### src/rtl/spi_mem_writer.sv
// Deserialises MSB-first SPI words from spi_bitstream and writes them to consecutive RAM
// addresses, optionally taking the start address from a leading header word.
module spi_mem_writer #(
  parameter int DW          = 16,
  parameter int AW          = 12,
  parameter bit ADDR_HEADER = 1'b1
) (
  input  logic          clk,
  input  logic          rst,
  input  logic          sel,
  input  logic          si,
  input  logic          reset_flag,
  input  logic          valid_flag,
  output logic          so,
  output logic          wr_en,
  output logic [AW-1:0] wr_addr,
  output logic [DW-1:0] wr_data,
  output logic [AW:0]   words,
  output logic          overflow
);

  localparam int CW = (DW > 1) ? $clog2(DW) : 1;
  localparam logic [CW-1:0] CTR_TOP  = CW'(DW - 1);
  localparam logic [AW-1:0] ADDR_MAX = {AW{1'b1}};

  typedef enum logic [1:0] {
    ST_IDLE   = 2'd0,
    ST_HEADER = 2'd1,
    ST_DATA   = 2'd2,
    ST_FULL   = 2'd3
  } state_t;

  localparam state_t START_ST = ADDR_HEADER ? ST_HEADER : ST_DATA;

  state_t        state_r, state_nxt_s;
  logic [CW-1:0] bit_ctr_r;
  logic [DW-2:0] shreg_r;
  logic [DW-1:0] echo_r;
  logic [AW-1:0] addr_r;
  logic [DW-1:0] word_s;
  logic          bit_acc_s, word_done_s;
  logic          do_write_s, do_ovf_s, load_addr_s;

  // Bit acceptance, word completion and next-state decode.
  always_comb begin
    state_nxt_s = state_r;
    do_write_s  = 1'b0;
    do_ovf_s    = 1'b0;
    load_addr_s = 1'b0;
    bit_acc_s   = sel & valid_flag & ~reset_flag & (state_r != ST_IDLE);
    word_done_s = bit_acc_s & (bit_ctr_r == {CW{1'b0}});
    word_s      = {shreg_r, si};
    if (reset_flag) begin
      state_nxt_s = START_ST;
    end else if (word_done_s) begin
      case (state_r)
        ST_HEADER: begin
          load_addr_s = 1'b1;
          state_nxt_s = ST_DATA;
        end
        ST_DATA: begin
          do_write_s = 1'b1;
          // The last location was just written; further words only flag overflow.
          if (addr_r == ADDR_MAX) begin
            state_nxt_s = ST_FULL;
          end else begin
            state_nxt_s = ST_DATA;
          end
        end
        ST_FULL: begin
          do_ovf_s = 1'b1;
        end
        default: begin
          state_nxt_s = state_r;
        end
      endcase
    end else begin
      state_nxt_s = state_r;
    end
  end

  // State register.
  always_ff @(posedge clk) begin
    if (rst) begin
      state_r <= ST_IDLE;
    end else begin
      state_r <= state_nxt_s;
    end
  end

  // Shift register, bit counter, address/word counters and the registered write port.
  always_ff @(posedge clk) begin
    if (rst) begin
      bit_ctr_r <= CTR_TOP;
      shreg_r   <= {(DW-1){1'b0}};
      echo_r    <= {DW{1'b0}};
      addr_r    <= {AW{1'b0}};
      wr_en     <= 1'b0;
      wr_addr   <= {AW{1'b0}};
      wr_data   <= {DW{1'b0}};
      words     <= {(AW+1){1'b0}};
      overflow  <= 1'b0;
    end else begin
      wr_en <= do_write_s;
      if (reset_flag) begin
        bit_ctr_r <= CTR_TOP;
        addr_r    <= {AW{1'b0}};
        words     <= {(AW+1){1'b0}};
        echo_r    <= {DW{1'b0}};
        overflow  <= 1'b0;
      end else begin
        if (bit_acc_s) begin
          shreg_r   <= word_s[DW-2:0];
          bit_ctr_r <= (bit_ctr_r == {CW{1'b0}}) ? CTR_TOP : bit_ctr_r - {{(CW-1){1'b0}}, 1'b1};
        end
        if (load_addr_s) begin
          addr_r <= word_s[AW-1:0];
        end
        if (do_write_s) begin
          wr_data <= word_s;
          wr_addr <= addr_r;
          echo_r  <= word_s;
          words   <= words + {{AW{1'b0}}, 1'b1};
          // Address saturates at the top; FULL blocks any further writes.
          if (addr_r != ADDR_MAX) begin
            addr_r <= addr_r + {{(AW-1){1'b0}}, 1'b1};
          end
        end
        if (do_ovf_s) begin
          overflow <= 1'b1;
        end
      end
    end
  end

  assign so = echo_r[bit_ctr_r];

endmodule

### config.mk
export PLATFORM = sky130hd
export DESIGN_NAME = spi_mem_writer
export DESIGN_NICKNAME = d
export VERILOG_FILES = /design/src/rtl/spi_mem_writer.sv
export SDC_FILE = /design/constraint.sdc
export NUM_CORES = 1
export LEC_CHECK = 0
export BUFFER_PORTS_ARGS = -buffer_cell sky130_fd_sc_hd__buf_2
export CAP_MARGIN = 10
export CORE_MARGIN = 10
export CORE_UTILIZATION = 51
export DETAILED_ROUTE_END_ITERATION = 7
export GPL_ROUTABILITY_DRIVEN = 0
export PLACE_DENSITY_LB_ADDON = 0.05
export SLEW_MARGIN = 20
export SYNTH_ARGS = -nofsm -noshare
export SYNTH_HDL_FRONTEND = slang
export SYNTH_SLANG_ARGS = --single-unit
export TNS_END_PERCENT = 50
### constraint.sdc
create_clock -name clk -period 2.11 [get_ports clk]
set_input_delay 0.633 -clock clk [delete_from_list [all_inputs] [get_ports clk]]
set_output_delay 0.633 -clock clk [all_outputs]
set_load 0.005 [all_outputs]
==> results of run 1 <==
metrics by stage:
| stage | std cells | setup TNS (ns) | cell area, um^2 | hold slack (ns) | utilization [%] |
|---|---|---|---|---|---|
| 4_1_cts | 624 | -0.4347 | 4482 | 0.4582 | 62.12 |
| 3_5_place_dp | 608 | -0.2555 | 4267 | 0.4442 | 59.14 |
| 5_1_grt | 624 | -0.4791 | 4511 | 0.4795 | 62.52 |
| 2_1_floorplan | 457 | 0 | 3775 | 0.4331 | - |
| 3_3_place_gp | 608 | -0.1085 | 4267 | 0.4383 | 59.14 |
| 6_report | 624 | -0.4088 | 4511 | 0.4538 | 62.52 |
cell type report:
cell class	instances	share of cell area, %
clock inverters	7	1.942
multi-input cells	328	39.94
well taps	99	2.746
inverters	9	0.7490
clock buffers	9	2.746
flip-flops and latches	92	40.92
repair buffers	80	10.96
worst max path at each step:
stage	start	end	slack (ns)	depth (start not counted)
CTS	bit_ctr_r[0]	so	-0.43	3
global placement	bit_ctr_r[0]	so	-0.11	3
finish	bit_ctr_r[0]	so	-0.41	3
global route	bit_ctr_r[0]	so	-0.48	3
detailed placement	bit_ctr_r[0]	so	-0.14	3
floorplan	bit_ctr_r[0]	so	0.02	3
Yosys cell counts, drive strengths merged, types with 3 or more instances:
master	number	area (um^2)
nand2	123	469.2
dfxtp	92	1842
a21oi	77	389.1
nor2	25	93.84
clkbuf	19	71.32
nand3	13	65.06
o21ai	10	50.04
xnor2	10	87.58
buf	9	50.04
inv	9	33.78
ha	7	87.58
nand4	7	43.79
nor3	7	35.03
and3	6	37.54
a22oi	5	37.54
mux4	5	112.6
xor2	4	35.03
a31oi	3	18.77
and4	3	26.28
or3	3	18.77
worst max-delay path, cell delays in order, from the launching register on:
cell and delay (ns):
sky130_fd_sc_hd__dfxtp_4 0.40, sky130_fd_sc_hd__mux4_2 0.50, sky130_fd_sc_hd__mux4_2 0.47, sky130_fd_sc_hd__buf_2 0.14
power groups by stage:
stage,clock (mW),combinational [mW],sequential [mW]
floorplan,0,0.0403,1.78
global placement,0,0.0643,1.78
detailed placement,0,0.0652,1.78
CTS,1.29,0.0654,1.74
global route,1.35,0.0741,1.74
finish,1.26,0.0663,1.74
cells by family after synthesis:
kind of cell	after synthesis	synth area share [%]
simple gates	197	23.21
compound gates	104	15.02
flops	92	48.81
buf+inv	37	4.111
fa+ha+maj	7	2.321
xor+xnor	14	3.249
mux	6	3.283
layer usage:
layer / share of wire [%] / wire (um) / up-vias / GRT usage [%]
met2: 45 / 4229 / 73 / 25.27
met3: 5.2 / 487 / 21 / 4.348
met1: 47 / 4415 / 1586 / 22.16
met4: 2.6 / 242 / 0 / 8.607
met5: 0 / 0 / - / 0
li1: - / - / 1683 / -
timing repair:
| action | CTS | global route |
|---|---|---|
| hold buffers | 0 | 0 |
| endpoints found under the setup margin | 8 | 19 |
| buffers inserted | 0 | 0 |
| gates resized for setup | 2 | 9 |
| pin swaps | 0 | 1 |
flip-flops by register name (all words and copies together), names as in the netlist:
signal and flops:
words 13, shreg_r 15, addr_r 12, bit_ctr_r 4
overflow 1, echo_r 16, wr_data 16, wr_en 1
state_r 2, wr_addr 12
==> impl_results.rst, run 1 <==
.. list-table::
   :header-rows: 1

   * - Metric
     - Value
   * - FF-to-FF Start
     - bit_ctr_r[0]
   * - R2R cell count
     - 8
   * - Leading cell types in the layout, fill and taps excluded
     - 121 x sky130_fd_sc_hd__nand2_1, 91 x sky130_fd_sc_hd__dfxtp_1, 76 x sky130_fd_sc_hd__a21oi_1
   * - Number of top-level design ports
     - 50
   * - Die X-Extent
     - 106.0 um
   * - Slew Limit Headroom
     - 68.82%
   * - Cell at the root of the clock tree
     - sky130_fd_sc_hd__clkbuf_8
   * - Antenna violations before repair
     - 0
   * - Clock net sink count
     - 92
   * - Combined area of all synthesized cells
     - 0.003774 mm^2
   * - Core box area
     - 0.007214 mm^2
   * - Worst EP arrival
     - 1.89 ns
   * - Kind of capture point of the worst setup path
     - output port
   * - Crit Path Max Fanout
     - 5
   * - NetSw
     - 734.5 uW
   * - Total routed wirelength
     - 9374 um
   * - Predominant post-synthesis flop cell
     - sky130_fd_sc_hd__dfxtp_1
   * - Total via count after detailed routing
     - 3,363
   * - Sequential cell area
     - 0.001846 mm^2
   * - Peak Freq
     - 0.3970 GHz
   * - Switching power share of the total
     - 23.95%
   * - Number of hold violations in the final report
     - 0
   * - GRT Resource Usage Total
     - 16.94%
   * - Effective utilization at floorplan
     - 52.31%
   * - Setup slack on the worst flop-to-flop path
     - 0.09 ns
   * - Placement row count
     - 31
   * - Vias in the first global route
     - 3,299
   * - Class of the worst hold path
     - reg -> reg
   * - First-pass iteration count of the detailed router
     - 4
   * - Worst Setup Path Type
     - reg -> out
   * - Final period util
     - 119.4%
   * - Post-Syn Instances
     - 457
   * - Number of enable flip-flop cells after synthesis
     - 0
   * - Part of the power in combinational logic
     - 2.2%
   * - Max-slew violation total from the final report
     - 0
   * - Vertical extent of the die
     - 106.0 um
   * - Clk network pwr share
     - 41.2%
   * - Post-layout min period
     - 2.519 ns
   * - RSZ-0062 raised after global routing
     - true
   * - CP startpoint kind
     - register
   * - Cell area power density
     - 679.9 mW/mm^2
   * - Hold worst-path end
     - wr_addr[6]
   * - Reg-to-reg critical path endpoint
     - addr_r[11]
   * - Post-synthesis sequential area ratio
     - 48.81%
   * - Global-route wire length before repair
     - 15,930 um
   * - Number of cells on the worst hold path
     - 2
   * - Number of maximum-capacitance violations
     - 0
   * - First-iteration detailed-routing DRC count
     - 160
   * - Outcome
     - finished, violations left
   * - Area of the die
     - 0.01124 mm^2
   * - ANT nets after route
     - 0
   * - Total congestion overflow
     - 0
   * - Fraction of registers with async set/reset
     - 0%
   * - Maximum number of pins on one net before global-route repair
     - 31
   * - Final worst clock skew
     - 0.01650 ns
   * - Most common library cell in the layout ignoring fill and taps
     - sky130_fd_sc_hd__nand2_1
   * - Estimated wirelength of the detail-placed design
     - 6777 um
   * - Peak supply drop
     - 466.0 uV
   * - Share of post-route cells with drive strength above 1
     - 21.90%
   * - Maximum clock insertion buffer count
     - 2
   * - Startpoint of the worst hold path
     - wr_addr[6]
   * - Leak Pwr
     - 1.730 nW
   * - Final setup violation count
     - 1
   * - YS warnings
     - 0
   * - Net count after synthesis
     - 470
   * - Internal power
     - 2.332 mW
   * - Skew-Pair Late Insertion Delay
     - 0.38 ns
   * - Ratio of routed vias to standard cells
     - 5.389
   * - Nets
     - 533
   * - Dpl ws
     - -0.1389 ns
   * - Clock tree from TritonCTS
     - yes
   * - Violations in the final reports
     - negative setup slack
   * - Total power of the final layout
     - 3.067 mW
   * - Synth-to-Final Area Change
     - 19.53%
   * - Number of buffers inserted during clock tree synthesis
     - 9
   * - Residual DRC count
     - 0
   * - Per-cell routed wire length
     - 15.02 um
   * - Clock-pin transition on the worst setup and hold timing paths
     - 0.10 ns
   * - Part of the total power dissipated in sequential elements
     - 56.7%
   * - Multi-input combinational cell area
     - 0.001802 mm^2
   * - Total inserted antenna cells
     - 0
   * - Worst path required time
     - 1.48 ns
   * - Number of synthesized register bits
     - 92
   * - Slew @ Worst Pin
     - 0.4660 ns
   * - Count of fill cells added during filler insertion
     - 672
   * - H-tree depth
     - 3
   * - Worst path setup slack after routing
     - -0.4088 ns
   * - IO Port Bufs
     - 49
   * - Post-synthesis cell type count
     - 42
   * - Average footprint of a synthesized cell
     - 8.257 um^2
No activity file was read; power rests on OpenSTA's default activity.
==> run 2, diff against run 1 <==
--- a/config.mk
+++ b/config.mk
@@ -7,11 +7,12 @@
 export LEC_CHECK = 0
 export BUFFER_PORTS_ARGS = -buffer_cell sky130_fd_sc_hd__buf_2
 export CAP_MARGIN = 10
-export CORE_MARGIN = 10
+export CORE_MARGIN = 4
 export CORE_UTILIZATION = 51
 export DETAILED_ROUTE_END_ITERATION = 7
 export GPL_ROUTABILITY_DRIVEN = 0
 export PLACE_DENSITY_LB_ADDON = 0.05
+export SKIP_CTS_REPAIR_TIMING = 1
 export SLEW_MARGIN = 20
 export SYNTH_ARGS = -nofsm -noshare
 export SYNTH_HDL_FRONTEND = slang
==> run 2 against run 1 <==
The flow still finishes with violations (negative setup slack). Global-route usage grew 3.9 points. Routed wire length shrank 7.1%. Sequential power is essentially flat. Power grew 5.4%. Flip-flop and latch count is the same.
==> impl_results.rst, run 2 (synthesis gave the netlist of run 1 again) <==
.. list-table::
   :header-rows: 1

   * - Metric
     - Value
   * - Worst path required time
     - 1.48 ns
   * - Skew-Pair Late Insertion Delay
     - 0.35 ns
   * - Cell at the root of the clock tree
     - sky130_fd_sc_hd__clkbuf_8
   * - Estimated wirelength of the detail-placed design
     - 6202 um
   * - Leading cell types in the layout, fill and taps excluded
     - 121 x sky130_fd_sc_hd__nand2_1, 89 x sky130_fd_sc_hd__dfxtp_1, 76 x sky130_fd_sc_hd__a21oi_1
   * - Ratio of routed vias to standard cells
     - 5.404
   * - Worst Setup Path Type
     - reg -> out
   * - Violations in the final reports
     - negative setup slack
   * - Number of maximum-capacitance violations
     - 0
   * - Vertical extent of the die
     - 94.02 um
   * - Total power of the final layout
     - 3.231 mW
   * - Peak supply drop
     - 478.7 uV
   * - Biggest regs
     - echo_r x16, wr_data x16, shreg_r x15
   * - Core box area
     - 0.007214 mm^2
   * - Worst path setup slack after routing
     - -0.3896 ns
   * - Final worst clock skew
     - 0.01143 ns
   * - Kind of capture point of the worst setup path
     - output port
   * - ANT nets after route
     - 0
   * - Number of cells in the finished layout apart from fillers
     - 622
   * - Clock tree from TritonCTS
     - yes
   * - Share of post-route cells with drive strength above 1
     - 22.37%
   * - Slew Limit Headroom
     - 73.83%
   * - Area of the die
     - 0.008840 mm^2
   * - CP startpoint kind
     - register
   * - Multi-input combinational cell area
     - 0.001824 mm^2
   * - Cell area power density
     - 709.0 mW/mm^2
   * - RSZ-0062 raised after global routing
     - true
   * - Slew @ Worst Pin
     - 0.3921 ns
   * - Max-slew violation total from the final report
     - 0
   * - Class of the worst hold path
     - reg -> reg
   * - Design area
     - 0.004557 mm^2
   * - Setup slack on the worst flop-to-flop path
     - 0.11 ns
   * - Total via count after detailed routing
     - 3,361
   * - Instance area at placement
     - 0.004252 mm^2
   * - Clock net sink count
     - 92
   * - Final period util
     - 118.5%
   * - First-iteration detailed-routing DRC count
     - 158
   * - Final setup violation count
     - 1
   * - Residual DRC count
     - 0
   * - Die X-Extent
     - 94.02 um
   * - Number of hold violations in the final report
     - 0
   * - Most common library cell in the layout ignoring fill and taps
     - sky130_fd_sc_hd__nand2_1
   * - Number of top-level design ports
     - 50
   * - Effective utilization at floorplan
     - 52.31%
   * - Placement row count
     - 31
   * - Global-route wire length before repair
     - 14,650 um
   * - Total routed wirelength
     - 8706 um
   * - Antenna violations before repair
     - 0
   * - IO Port Bufs
     - 49
   * - Total inserted antenna cells
     - 0
   * - Vias in the first global route
     - 3,078
   * - Number of buffers inserted during clock tree synthesis
     - 9
   * - Leak Pwr
     - 1.729 nW
   * - Clock-pin transition on the worst setup and hold timing paths
     - 0.09 ns
   * - Nets
     - 531
   * - Count of fill cells added during filler insertion
     - 656
   * - Peak Freq
     - 0.4001 GHz
   * - Synth-to-Final Area Change
     - 20.76%
   * - Worst EP arrival
     - 1.87 ns
   * - GRT Resource Usage Total
     - 20.81%
   * - Per-cell routed wire length
     - 14.00 um
   * - Maximum number of pins on one net before global-route repair
     - 43
   * - Sequential cell area
     - 0.001848 mm^2
   * - H-tree depth
     - 3
   * - First-pass iteration count of the detailed router
     - 5
   * - Outcome
     - finished, violations left
   * - Crit Path Max Fanout
     - 5
   * - Post-layout min period
     - 2.500 ns
   * - Placed Cells
     - 606
   * - Total congestion overflow
     - 0
   * - Maximum clock insertion buffer count
     - 2
[run 2: cell count changes in the layout (fill, tap and decap cells not counted), moves of 2 or more]
cell and delta:
sky130_fd_sc_hd__inv_8 -2, sky130_fd_sc_hd__dfxtp_1 -2, sky130_fd_sc_hd__clkinv_4 -2, sky130_fd_sc_hd__buf_4 -3
sky130_fd_sc_hd__bufinv_16 +2, sky130_fd_sc_hd__dfxtp_2 +2
[run 2: final timing paths]
kind,startpoint,to,cells after the start
worst min register to register,wr_addr[8],wr_addr[8],2
worst min-delay path,wr_addr[8],wr_addr[8],2
worst max register to register,state_r[0],addr_r[11],7
worst max-delay path,bit_ctr_r[0],so,3
[run 2: metrics by stage]
stage               setup TNS [ns]  hold slack [ns]  utilization, %  setup slack [ns]
finish                     -0.3896           0.4541           63.16           -0.3896
global route               -0.4762           0.4670           63.16           -0.4762
CTS                        -0.7064           0.4554           62.31           -0.5590
detailed placement         -0.2718           0.4433           58.93           -0.1532
global placement           -0.1119           0.4389           58.93           -0.1119
floorplan                        0           0.4331               -           0.02153
[run 2: per-layer routing]
| layer | global-route usage [%] | share of wire, % | vias up |
|---|---|---|---|
| met3 | 5.689 | 4.7 | 10 |
| met4 | 5.415 | 1.2 | 0 |
| met2 | 33.29 | 46 | 82 |
| li1 | - | - | 1678 |
| met1 | 27.76 | 48 | 1591 |
| met5 | 0 | 0 | - |
[run 2: layout make-up]
class | instances | share of cell area, %
clock buffer | 9 | 2.718
clock inverter | 7 | 2.636
sequential | 92 | 40.55
inverter | 9 | 0.7414
multi-input combinational | 328 | 40.03
tap | 99 | 2.718
timing repair buffer | 78 | 10.60
[run 2: worst max-delay path: stages (launching register included)]
cell and delay [ns]:
sky130_fd_sc_hd__dfxtp_4 0.40, sky130_fd_sc_hd__mux4_2 0.51, sky130_fd_sc_hd__mux4_2 0.46, sky130_fd_sc_hd__buf_2 0.14
[run 2: where the power goes]
group	switching, mW	internal (mW)	leakage, nW
clock	0.631	0.793	0.120
combinational	0.0483	0.0205	0.867
sequential	0.00223	1.74	0.742
total	0.681	2.55	1.73
